## config.mk

```make
export PLATFORM = sky130hd
export DESIGN_NAME = haar_stream_xform
export DESIGN_NICKNAME = d
export VERILOG_FILES = /design/src/rtl/haar_pkg.sv /design/src/rtl/haar_butterfly.sv /design/src/rtl/haar_stream_xform.sv
export SDC_FILE = /design/constraint.sdc
export NUM_CORES = 1
export LEC_CHECK = 0
export CAP_MARGIN = 20
export CORE_MARGIN = 2
export CORE_UTILIZATION = 35
export DETAILED_ROUTE_END_ITERATION = 10
export HOLD_SLACK_MARGIN = 0.12
export SETUP_SLACK_MARGIN = 0.4
export SKIP_CTS_REPAIR_TIMING = 1
export SLEW_MARGIN = 10
export SYNTH_ARGS = -nofsm -noshare
export SYNTH_HDL_FRONTEND = slang
export SYNTH_SLANG_ARGS = --single-unit
export TNS_END_PERCENT = 1
```

## constraint.sdc

```tcl
create_clock -name clk -period 3.7 [get_ports clk]
set_input_delay 0.925 -clock clk [delete_from_list [all_inputs] [get_ports clk]]
set_output_delay 0.925 -clock clk [all_outputs]
set_load 0.01 [all_outputs]
```

## src/rtl/haar_pkg.sv

```systemverilog
// Shared types and sizing helpers for the streaming Haar transform.
// Optional build macro used by this design: HAAR_NORM_EN (normalised butterflies).
package haar_pkg;

    typedef enum logic [1:0] {
        LOAD    = 2'd0,
        COMPUTE = 2'd1,
        OUTPUT  = 2'd2
    } state_t;

    // Ceiling log2 for elaboration-time sizing; clog2(1) = 0.
    function automatic int clog2(input int v);
        int r;
        r = 0;
        while ((1 << r) < v) r++;
        return r;
    endfunction

    // Width of the sample/coefficient index counter for an N-point block.
    function automatic int cnt_w(input int n);
        return clog2(n);
    endfunction

    // Width of the level counter; must be able to hold 0..levels.
    function automatic int lvl_w(input int levels);
        return clog2(levels + 1);
    endfunction

endpackage

```

## src/rtl/haar_butterfly.sv

```systemverilog
// One Haar butterfly: low band and high band of a sample pair.
// HAAR_NORM_EN defined: both bands are halved with floor (arithmetic shift).
// HAAR_NORM_EN undefined: plain sum and difference.
module haar_butterfly #(
    parameter int OW = 12
) (
    input  logic signed [OW-1:0] a,
    input  logic signed [OW-1:0] b,
    output logic signed [OW-1:0] lo,
    output logic signed [OW-1:0] hi
);

`ifdef HAAR_NORM_EN
    logic signed [OW:0] sum;
    logic signed [OW:0] dif;

    // Widen by one bit before halving so the floor is exact.
    always_comb begin
        sum = {a[OW-1], a} + {b[OW-1], b};
        dif = {a[OW-1], a} - {b[OW-1], b};
        lo  = OW'(sum >>> 1);
        hi  = OW'(dif >>> 1);
    end
`else
    // Coefficient width is sized so the full-precision result always fits.
    always_comb begin
        lo = a + b;
        hi = a - b;
    end
`endif

endmodule

```

## src/rtl/haar_stream_xform.sv

```systemverilog
// Streaming N-point, LEVELS-level Haar decomposition.
// Loads N pixels, runs one in-place butterfly level per clock, then streams
// coefficients out in Mallat order. Honours HAAR_NORM_EN via haar_butterfly.
//
// state   | meaning
// LOAD    | accepting pixels into the buffer
// COMPUTE | one butterfly level per cycle over the active low band
// OUTPUT  | streaming buffer contents downstream
module haar_stream_xform
    import haar_pkg::*;
#(
    parameter int DW     = 8,
    parameter int N      = 8,
    parameter int LEVELS = 3,
    // Derived coefficient width; leave at its default.
    parameter int OW     = DW + LEVELS + 1
) (
    input  logic                 clk,
    input  logic                 rst,
    input  logic                 in_valid,
    output logic                 in_ready,
    input  logic [DW-1:0]        in_data,
    output logic                 out_valid,
    input  logic                 out_ready,
    output logic signed [OW-1:0] out_data,
    output logic                 out_last,
    output logic                 busy
);

    localparam int CNT_W = cnt_w(N);
    localparam int LVL_W = lvl_w(LEVELS);

    state_t                state_q, state_d;
    logic [CNT_W-1:0]      cnt_q;
    logic [CNT_W-1:0]      cnt_inc;
    logic [LVL_W-1:0]      lvl_q;
    logic signed [OW-1:0]  mem_q [N];
    logic signed [OW-1:0]  mem_d [N];
    logic signed [OW-1:0]  lo    [N/2];
    logic signed [OW-1:0]  hi    [N/2];
    logic                  in_fire, out_fire, cnt_end, lvl_end;

    assign in_fire  = in_valid && in_ready;
    assign out_fire = out_valid && out_ready;
    assign cnt_end  = (cnt_q == CNT_W'(N - 1));
    assign lvl_end  = (lvl_q == LVL_W'(LEVELS - 1));
    assign cnt_inc  = cnt_q + CNT_W'(1);

    // Fixed pairing (2i, 2i+1); only the active low band is written back.
    for (genvar g = 0; g < N / 2; g++) begin : g_bf
        haar_butterfly #(.OW(OW)) u_bf (
            .a  (mem_q[2*g]),
            .b  (mem_q[2*g+1]),
            .lo (lo[g]),
            .hi (hi[g])
        );
    end

    // Next buffer contents for one level: lows to [0,M/2), highs to [M/2,M).
    always_comb begin
        int               half;
        logic [CNT_W-1:0] hidx;
        for (int j = 0; j < N; j++) mem_d[j] = mem_q[j];
        half = (N / 2) >> lvl_q;
        hidx = '0;
        for (int i = 0; i < N / 2; i++) begin
            if (i < half) begin
                hidx        = CNT_W'(i + half);
                mem_d[i]    = lo[i];
                mem_d[hidx] = hi[i];
            end
        end
    end

    // State register.
    always_ff @(posedge clk) begin
        if (rst) state_q <= LOAD;
        else     state_q <= state_d;
    end

    // Next-state logic.
    always_comb begin
        state_d = state_q;
        case (state_q)
            LOAD:    if (in_fire && cnt_end)           state_d = COMPUTE;
            COMPUTE: if (lvl_end)                      state_d = OUTPUT;
            OUTPUT:  if (out_fire && out_last)         state_d = LOAD;
            default:                                   state_d = LOAD;
        endcase
    end

    // Handshake and status outputs; in_ready is held low during reset.
    always_comb begin
        in_ready = (state_q == LOAD) && !rst;
        busy     = (state_q != LOAD);
    end

    // Buffer, counters and registered output stage.
    always_ff @(posedge clk) begin
        if (rst) begin
            for (int j = 0; j < N; j++) mem_q[j] <= '0;
            cnt_q     <= '0;
            lvl_q     <= '0;
            out_valid <= 1'b0;
            out_data  <= '0;
            out_last  <= 1'b0;
        end else begin
            case (state_q)
                LOAD: begin
                    if (in_fire) begin
                        mem_q[cnt_q] <= {{(OW-DW){1'b0}}, in_data};
                        if (cnt_end) begin
                            cnt_q <= '0;
                            lvl_q <= '0;
                        end else begin
                            cnt_q <= cnt_inc;
                        end
                    end
                end
                COMPUTE: begin
                    for (int j = 0; j < N; j++) mem_q[j] <= mem_d[j];
                    lvl_q <= lvl_q + LVL_W'(1);
                end
                OUTPUT: begin
                    // First OUTPUT cycle primes the output register from buf[0].
                    if (!out_valid) begin
                        out_valid <= 1'b1;
                        out_data  <= mem_q[cnt_q];
                        out_last  <= cnt_end;
                    end else if (out_ready) begin
                        if (out_last) begin
                            out_valid <= 1'b0;
                            out_last  <= 1'b0;
                            cnt_q     <= '0;
                        end else begin
                            cnt_q     <= cnt_inc;
                            out_data  <= mem_q[cnt_inc];
                            out_last  <= (cnt_inc == CNT_W'(N - 1));
                        end
                    end
                end
                default: ;
            endcase
        end
    end

endmodule
```

Word level (Yosys, flattened, before mapping)
Memories as Yosys holds them, arrays and structs flattened. A register that Yosys moved wholly into a read port is not among the register bits.
Index checks and enable logic that the tools add are counted.
{"block": "classes", "add_sub_neg": 13, "magnitude_cmp": 12, "eq_ne": 14, "shift": 1, "mux": 60, "bitwise": 12, "reduce_logical": 20}
{"operator": "$bwmux 96", "count": 4}
{"operator": "$mux 96", "count": 4}
{"operator": "$mux 12", "count": 16}
{"operator": "$demux 12 s3", "count": 4}
{"operator": "$lt 3x32->1 const A", "count": 2}
{"operator": "$add 12x12->12", "count": 4}
{"operator": "$sub 12x12->12", "count": 4}
{"operator": "$lt 1x32->1 const A", "count": 1}
{"operator": "$lt 2x32->1 const A", "count": 1}
{"operator": "$shr 3x2->32 const A", "count": 1}
{"operator": "$mux 3", "count": 8}
{"operator": "$ge 4x4->1 const B", "count": 4}
{"operator": "$lt 4x1->1 const B", "count": 4}
{"operator": "$mux 1", "count": 16}
{"operator": "$ne 2x2->1 const B", "count": 8}
{"operator": "$not 3->4", "count": 4}
{"operator": "$reduce_or 12->1", "count": 1}
{"operator": "$mux 2", "count": 5}
{"operator": "$logic_and 1x1->1", "count": 9}
{"operator": "$reduce_and 3->1", "count": 3}
{"operator": "$or 1x1->1", "count": 8}
{"operator": "$add 3x3->3 const A", "count": 2}
{"operator": "$eq 3x3->1 const B", "count": 2}
{"operator": "$pmux 2 s3", "count": 1}
{"operator": "other kinds (13)", "count": 16}
{"block": "totals", "ff_bits": 21, "ram_bits": 96, "inputBits": 12, "output_inout_bits": 16, "word_cells": 139, "mem_count": 1}
{"memory": "mem_q", "depth": 8, "width": 12, "read_ports": 10, "rd_clocked_by_memory_dff": 1, "write_ports": 8, "line_no": "haar_stream_xform.sv:37", "source": "logic signed [OW-1:0] mem_q [N];"}

Depth between registers and ports, before layout
{"block": "logic_depth", "depth_word": 16, "depth_mapped": 12, "mapped_depth_nobuf": 12}

Hierarchy
A second synthesis with hierarchy kept.
{"block": "hier_totals", "cells_unflattened": 1818, "area_unflattened_um2": 14923.1}
{"module": "haar_stream_xform", "n_inst": 1, "cells_per_inst": 1198, "area_each_um2": 10438.8, "seq_area_each_um2": 3042.9}
{"module": "haar_butterfly", "n_inst": 4, "cells_per_inst": 155, "area_each_um2": 1121.1, "seq_area_each_um2": 0.0}

Worst setup path after synthesis
Ideal clock, no wire load.
{"block": "synth_timing", "path_type": "register to register", "startpoint": "memory mem_q[4][0]", "endpoint": "memory mem_q[4][10]", "setup_ns": 0.129, "arrival_time_ns": 2.571, "t_required_ns": 3.571, "slack_ns": 0.999, "path_stages_with_launch": 13, "n_path_buf": 0, "period_less_slack_ns": 2.701, "cell_sequence": "edfxtp_1 > inv_1 > ha_1 > inv_1 > fa_1 > a21oi_1 > o2111ai_1 > a31o_2 > a21o_1 > xor2_1 > o21a_1 > a221oi_1 > nor3_2"}
{"item": "start, declared", "line_no": "haar_stream_xform.sv:37"}

==> metrics.cfg <==
[run]
max_cap_violations=0

[critical_path]
cp_slowest_stage_delay_ns=0.45
worst-endpoint-required_ns=4.03
worst_setup_path_start_kind=flop
critical_path_top_delay_cell=sky130_fd_sc_hd__edfxtp_1
crit_type=reg2reg
path_common_cell=sky130_fd_sc_hd__inv_1
critical_path.cell_chain=inv_1 > ha_1 > inv_1 > fa_1 > a21oi_1 > o2111ai_1 > a31o_2 > a21o_1 > xor2_1 > buf_4 > o21a_1 > a221oi_1 > nor3_2
timing.critical_path.to_type=flop
critical_path.max_fanout=5
cp.arrival_ns=3.57

[power_and_ir_drop]
total_leakage_power_uw=0.00588
vdd.ir_drop.worst_v=0.000303
power_per_cell_area_mw_per_mm2=270

[routing]
detailed_route_via_count=14800
total_wire_length_um=59700
remaining_drc_errors=0
drt_iter0_drc=1841
firstDrtPassIters=6
route.antenna.remaining_nets=0
drt-wirelength-per-cell_um=25.8
route.detailed.vias_per_inst=6.38

[placement]
io_buffer_count=27
dpl_worst_slack_ns=0.473
dp.final_hpwl_um=46100
gpl.final_weighted_congestion=1.00

[synth]
synthesized_area_mm2=0.0141
synthArstFlopShare_pct=0
synthesis.instances=1770
synth_enable_flop_cells=64
ys_types=90
postSynth.topFlopCell=sky130_fd_sc_hd__edfxtp_1
yosys_register_bits=120
post_synthesis_area_per_instance_um2=7.95
post_synth_net_total=1890
synth_seq_area_share_pct=21.6
yosys_warnings=0

[sta]
final_period_minus_worst_setup_slack_ns=3.24
final_worst_path_period_share_pct=87.4
grt_setup_unrepaired=true
worst-slew-pin-transition_ns=1.10
hold_ws_ns=0.485
hold_viol=0
drv_slew=0
timing.fmax_mhz=309
setup_viol_count_final=0
slew_headroom_pct=26.8
skew_ns=0.0180
setup_tns_ns=0
final.setup.worst_slack_ns=0.465

[outcome]
run_status=complete, no violations

[cells_and_area]
ff_latch_area_mm2=0.00304
fillCellCount=4059
finalNetCount=1901
multiInputGateArea_mm2=0.0101
ratio_of_cells_with_drive_above_1_in_the_final_layout_pct=12.6
final_core_util_pct=39.7
antenna_cells=0
area.growth.synth_to_final_pct=11.9

[cts]
cts_tree=built
clock_tree.root_cell=sky130_fd_sc_hd__clkbuf_16
cts_sinks=120
cts_buffers=17
ctsLongestPathBuffers=2
cts.htree.levels=4
clkSlewWorstSetupHoldPaths_ns=0.06
insertion_delay_ns=0.46

[global_routing]
first_global_vias=14000
groute.usage.overall_pct=28.7
globalRoute.totalOverflow=0
grt_first_pass_wirelength_um=88800
pin_count_of_the_biggest_net_entering_global_routing=46
grt_antenna_before_repair=1

[floorplan]
floorplan.initialDensity_pct=35.4
die_area_mm2=0.0418
io_pins=28
die_h_um=205
rows=73
core_area_mm2=0.0397
dieWidth_um=205

[min_path]
hold_path_class=reg2reg

[Yosys cell counts, types with 5 or more instances]
| cell | instances | area share (%) |
|---|---|---|
| sky130_fd_sc_hd__xnor2_1 | 50 | 3.1 |
| sky130_fd_sc_hd__a31oi_1 | 16 | 0.71 |
| sky130_fd_sc_hd__nor2b_1 | 30 | 1.3 |
| sky130_fd_sc_hd__and3_1 | 7 | 0.31 |
| sky130_fd_sc_hd__or3_1 | 9 | 0.40 |
| sky130_fd_sc_hd__o21bai_1 | 7 | 0.37 |
| sky130_fd_sc_hd__a21oi_1 | 145 | 5.2 |
| sky130_fd_sc_hd__fa_1 | 8 | 1.1 |
| sky130_fd_sc_hd__buf_2 | 22 | 0.78 |
| sky130_fd_sc_hd__or2_2 | 6 | 0.27 |
| sky130_fd_sc_hd__inv_1 | 96 | 2.6 |
| sky130_fd_sc_hd__nor2_2 | 6 | 0.27 |
| sky130_fd_sc_hd__nor3b_1 | 6 | 0.32 |
| sky130_fd_sc_hd__o22ai_1 | 11 | 0.49 |
| sky130_fd_sc_hd__edfxtp_1 | 64 | 14 |
| sky130_fd_sc_hd__buf_1 | 13 | 0.35 |
| sky130_fd_sc_hd__a22o_1 | 23 | 1.4 |
| sky130_fd_sc_hd__o211ai_1 | 68 | 3.6 |
| sky130_fd_sc_hd__a221oi_1 | 11 | 0.68 |
| sky130_fd_sc_hd__a211oi_1 | 57 | 3.0 |
| sky130_fd_sc_hd__o2111ai_1 | 6 | 0.37 |
| sky130_fd_sc_hd__o31a_1 | 6 | 0.37 |
| sky130_fd_sc_hd__o21a_1 | 10 | 0.53 |
| sky130_fd_sc_hd__a21o_1 | 16 | 0.85 |
| sky130_fd_sc_hd__a32o_1 | 6 | 0.43 |
| sky130_fd_sc_hd__and2_1 | 9 | 0.40 |
| sky130_fd_sc_hd__o221ai_1 | 9 | 0.56 |
| sky130_fd_sc_hd__o311ai_0 | 6 | 0.37 |
| sky130_fd_sc_hd__buf_4 | 7 | 0.37 |
| sky130_fd_sc_hd__mux2i_1 | 26 | 1.8 |
| sky130_fd_sc_hd__nand3_1 | 33 | 1.2 |
| sky130_fd_sc_hd__ha_1 | 100 | 8.9 |
| sky130_fd_sc_hd__a32oi_1 | 9 | 0.56 |
| sky130_fd_sc_hd__nor3_1 | 39 | 1.4 |
| sky130_fd_sc_hd__nand2b_1 | 25 | 1.1 |
| sky130_fd_sc_hd__xor2_1 | 20 | 1.2 |
| sky130_fd_sc_hd__dfxtp_1 | 56 | 8.0 |
| sky130_fd_sc_hd__nor2_1 | 140 | 3.7 |
| sky130_fd_sc_hd__o21ai_0 | 150 | 5.3 |
| sky130_fd_sc_hd__mux4_2 | 48 | 7.7 |
| sky130_fd_sc_hd__o31ai_1 | 13 | 0.69 |
| sky130_fd_sc_hd__clkbuf_1 | 81 | 2.2 |
| sky130_fd_sc_hd__buf_6 | 5 | 0.40 |
| sky130_fd_sc_hd__a22oi_1 | 16 | 0.85 |
| sky130_fd_sc_hd__nand2_1 | 197 | 5.3 |
[routing by layer]
metal  wire length, µm  track usage, %  vias up
met5                 9               0        -
met4              4420            19.3        2
met3              5860            5.20      231
met2             25900            43.5      964
met1             23500            37.2     6999
li1                  -               -     6594
[through the flow]
stage / power (µW) / std cells / cell area, µm²
3_3_place_gp: 2610 / 2287 / 15200
3_5_place_dp: 2620 / 2287 / 15200
5_1_grt: 4380 / 2319 / 15800
2_1_floorplan: 2220 / 1770 / 14100
4_1_cts: 4210 / 2319 / 15700
6_report: 4250 / 2319 / 15800
[cells in the final DEF (no fill, tap or decap), drive strengths merged, types with 20 or more instances in the layout]
cell type	Yosys	layout
nand3	33	33
a21oi	145	145
edfxtp	64	64
a211oi	58	58
mux2i	26	26
nand2b	25	25
o21ai	154	154
xor2	20	20
inv	97	101
ha	100	100
o211ai	68	68
dfxtp	56	56
nor3	42	42
clkdlybuf4s50	0	27
mux4	48	48
a22o	23	23
nand2	197	197
nor2b	30	30
nor2	146	146
buf	47	96
xnor2	51	51
[critical path: cells and delay by family, from the launching register on]
| family | cells | cell delay (ns) |
|---|---|---|
| AO/OA/AOI/OAI | 6 | 1.51 |
| adder cells (fa/ha/maj) | 2 | 0.61 |
| flip-flops | 1 | 0.45 |
| buffers and inverters | 3 | 0.31 |
| XOR/XNOR | 1 | 0.14 |
| AND/OR/NAND/NOR | 1 | 0.08 |
[sequential cells by signal, summed over array words and instances (netlist names), named ones only]
| name | cells |
|---|---|
| cnt_q | 3 |
| out_valid | 1 |
| out_data | 12 |
| out_last | 1 |
| lvl_q | 2 |
| mem_q | 96 |
| state_q | 2 |
[cell type report]
| cell class | count | share of cell area [%] |
|---|---|---|
| multi-input cells | 1420 | 64.2 |
| clock inverters | 14 | 0.619 |
| flip-flops and latches | 120 | 19.3 |
| repair buffers | 123 | 6.45 |
| well taps | 525 | 4.17 |
| clock buffers | 18 | 2.86 |
| inverters | 99 | 2.36 |
[cell families after synthesis]
family                   count (synthesis)  share of synthesized area [%]
multiplexers                            77                           9.77
AND/OR/NAND/NOR                        529                           17.3
flip-flops                             120                           21.6
adder cells (fa/ha/maj)                108                           10.0
XOR/XNOR                                71                           4.47
buffers and inverters                  230                           6.81
AO/OA/AOI/OAI                          635                           30.1
[worst paths after layout]
| path | slack [ns] | from | end | cells after the start |
|---|---|---|---|---|
| worst min-delay path | 0.48 | out_data[0] | out_data[0] | 2 |
| worst max register to register | 0.46 | mem_q[4][0] | mem_q[4][10] | 13 |
| worst max-delay path | 0.46 | mem_q[4][0] | mem_q[4][10] | 13 |
| worst min register to register | 0.48 | out_data[0] | out_data[0] | 2 |
[report_power, final]
| part | switching, µW | internal [µW] | leakage, µW | total (µW) |
|---|---|---|---|---|
| Clock | 733 | 895 | 0.000264 | 1630 |
| Combinational | 702 | 431 | 0.00450 | 1130 |
| Sequential | 56.9 | 1440 | 0.00111 | 1490 |
| Total | 1490 | 2760 | 0.00588 | 4250 |
Note: power is estimated with default switching activity, not from simulation.
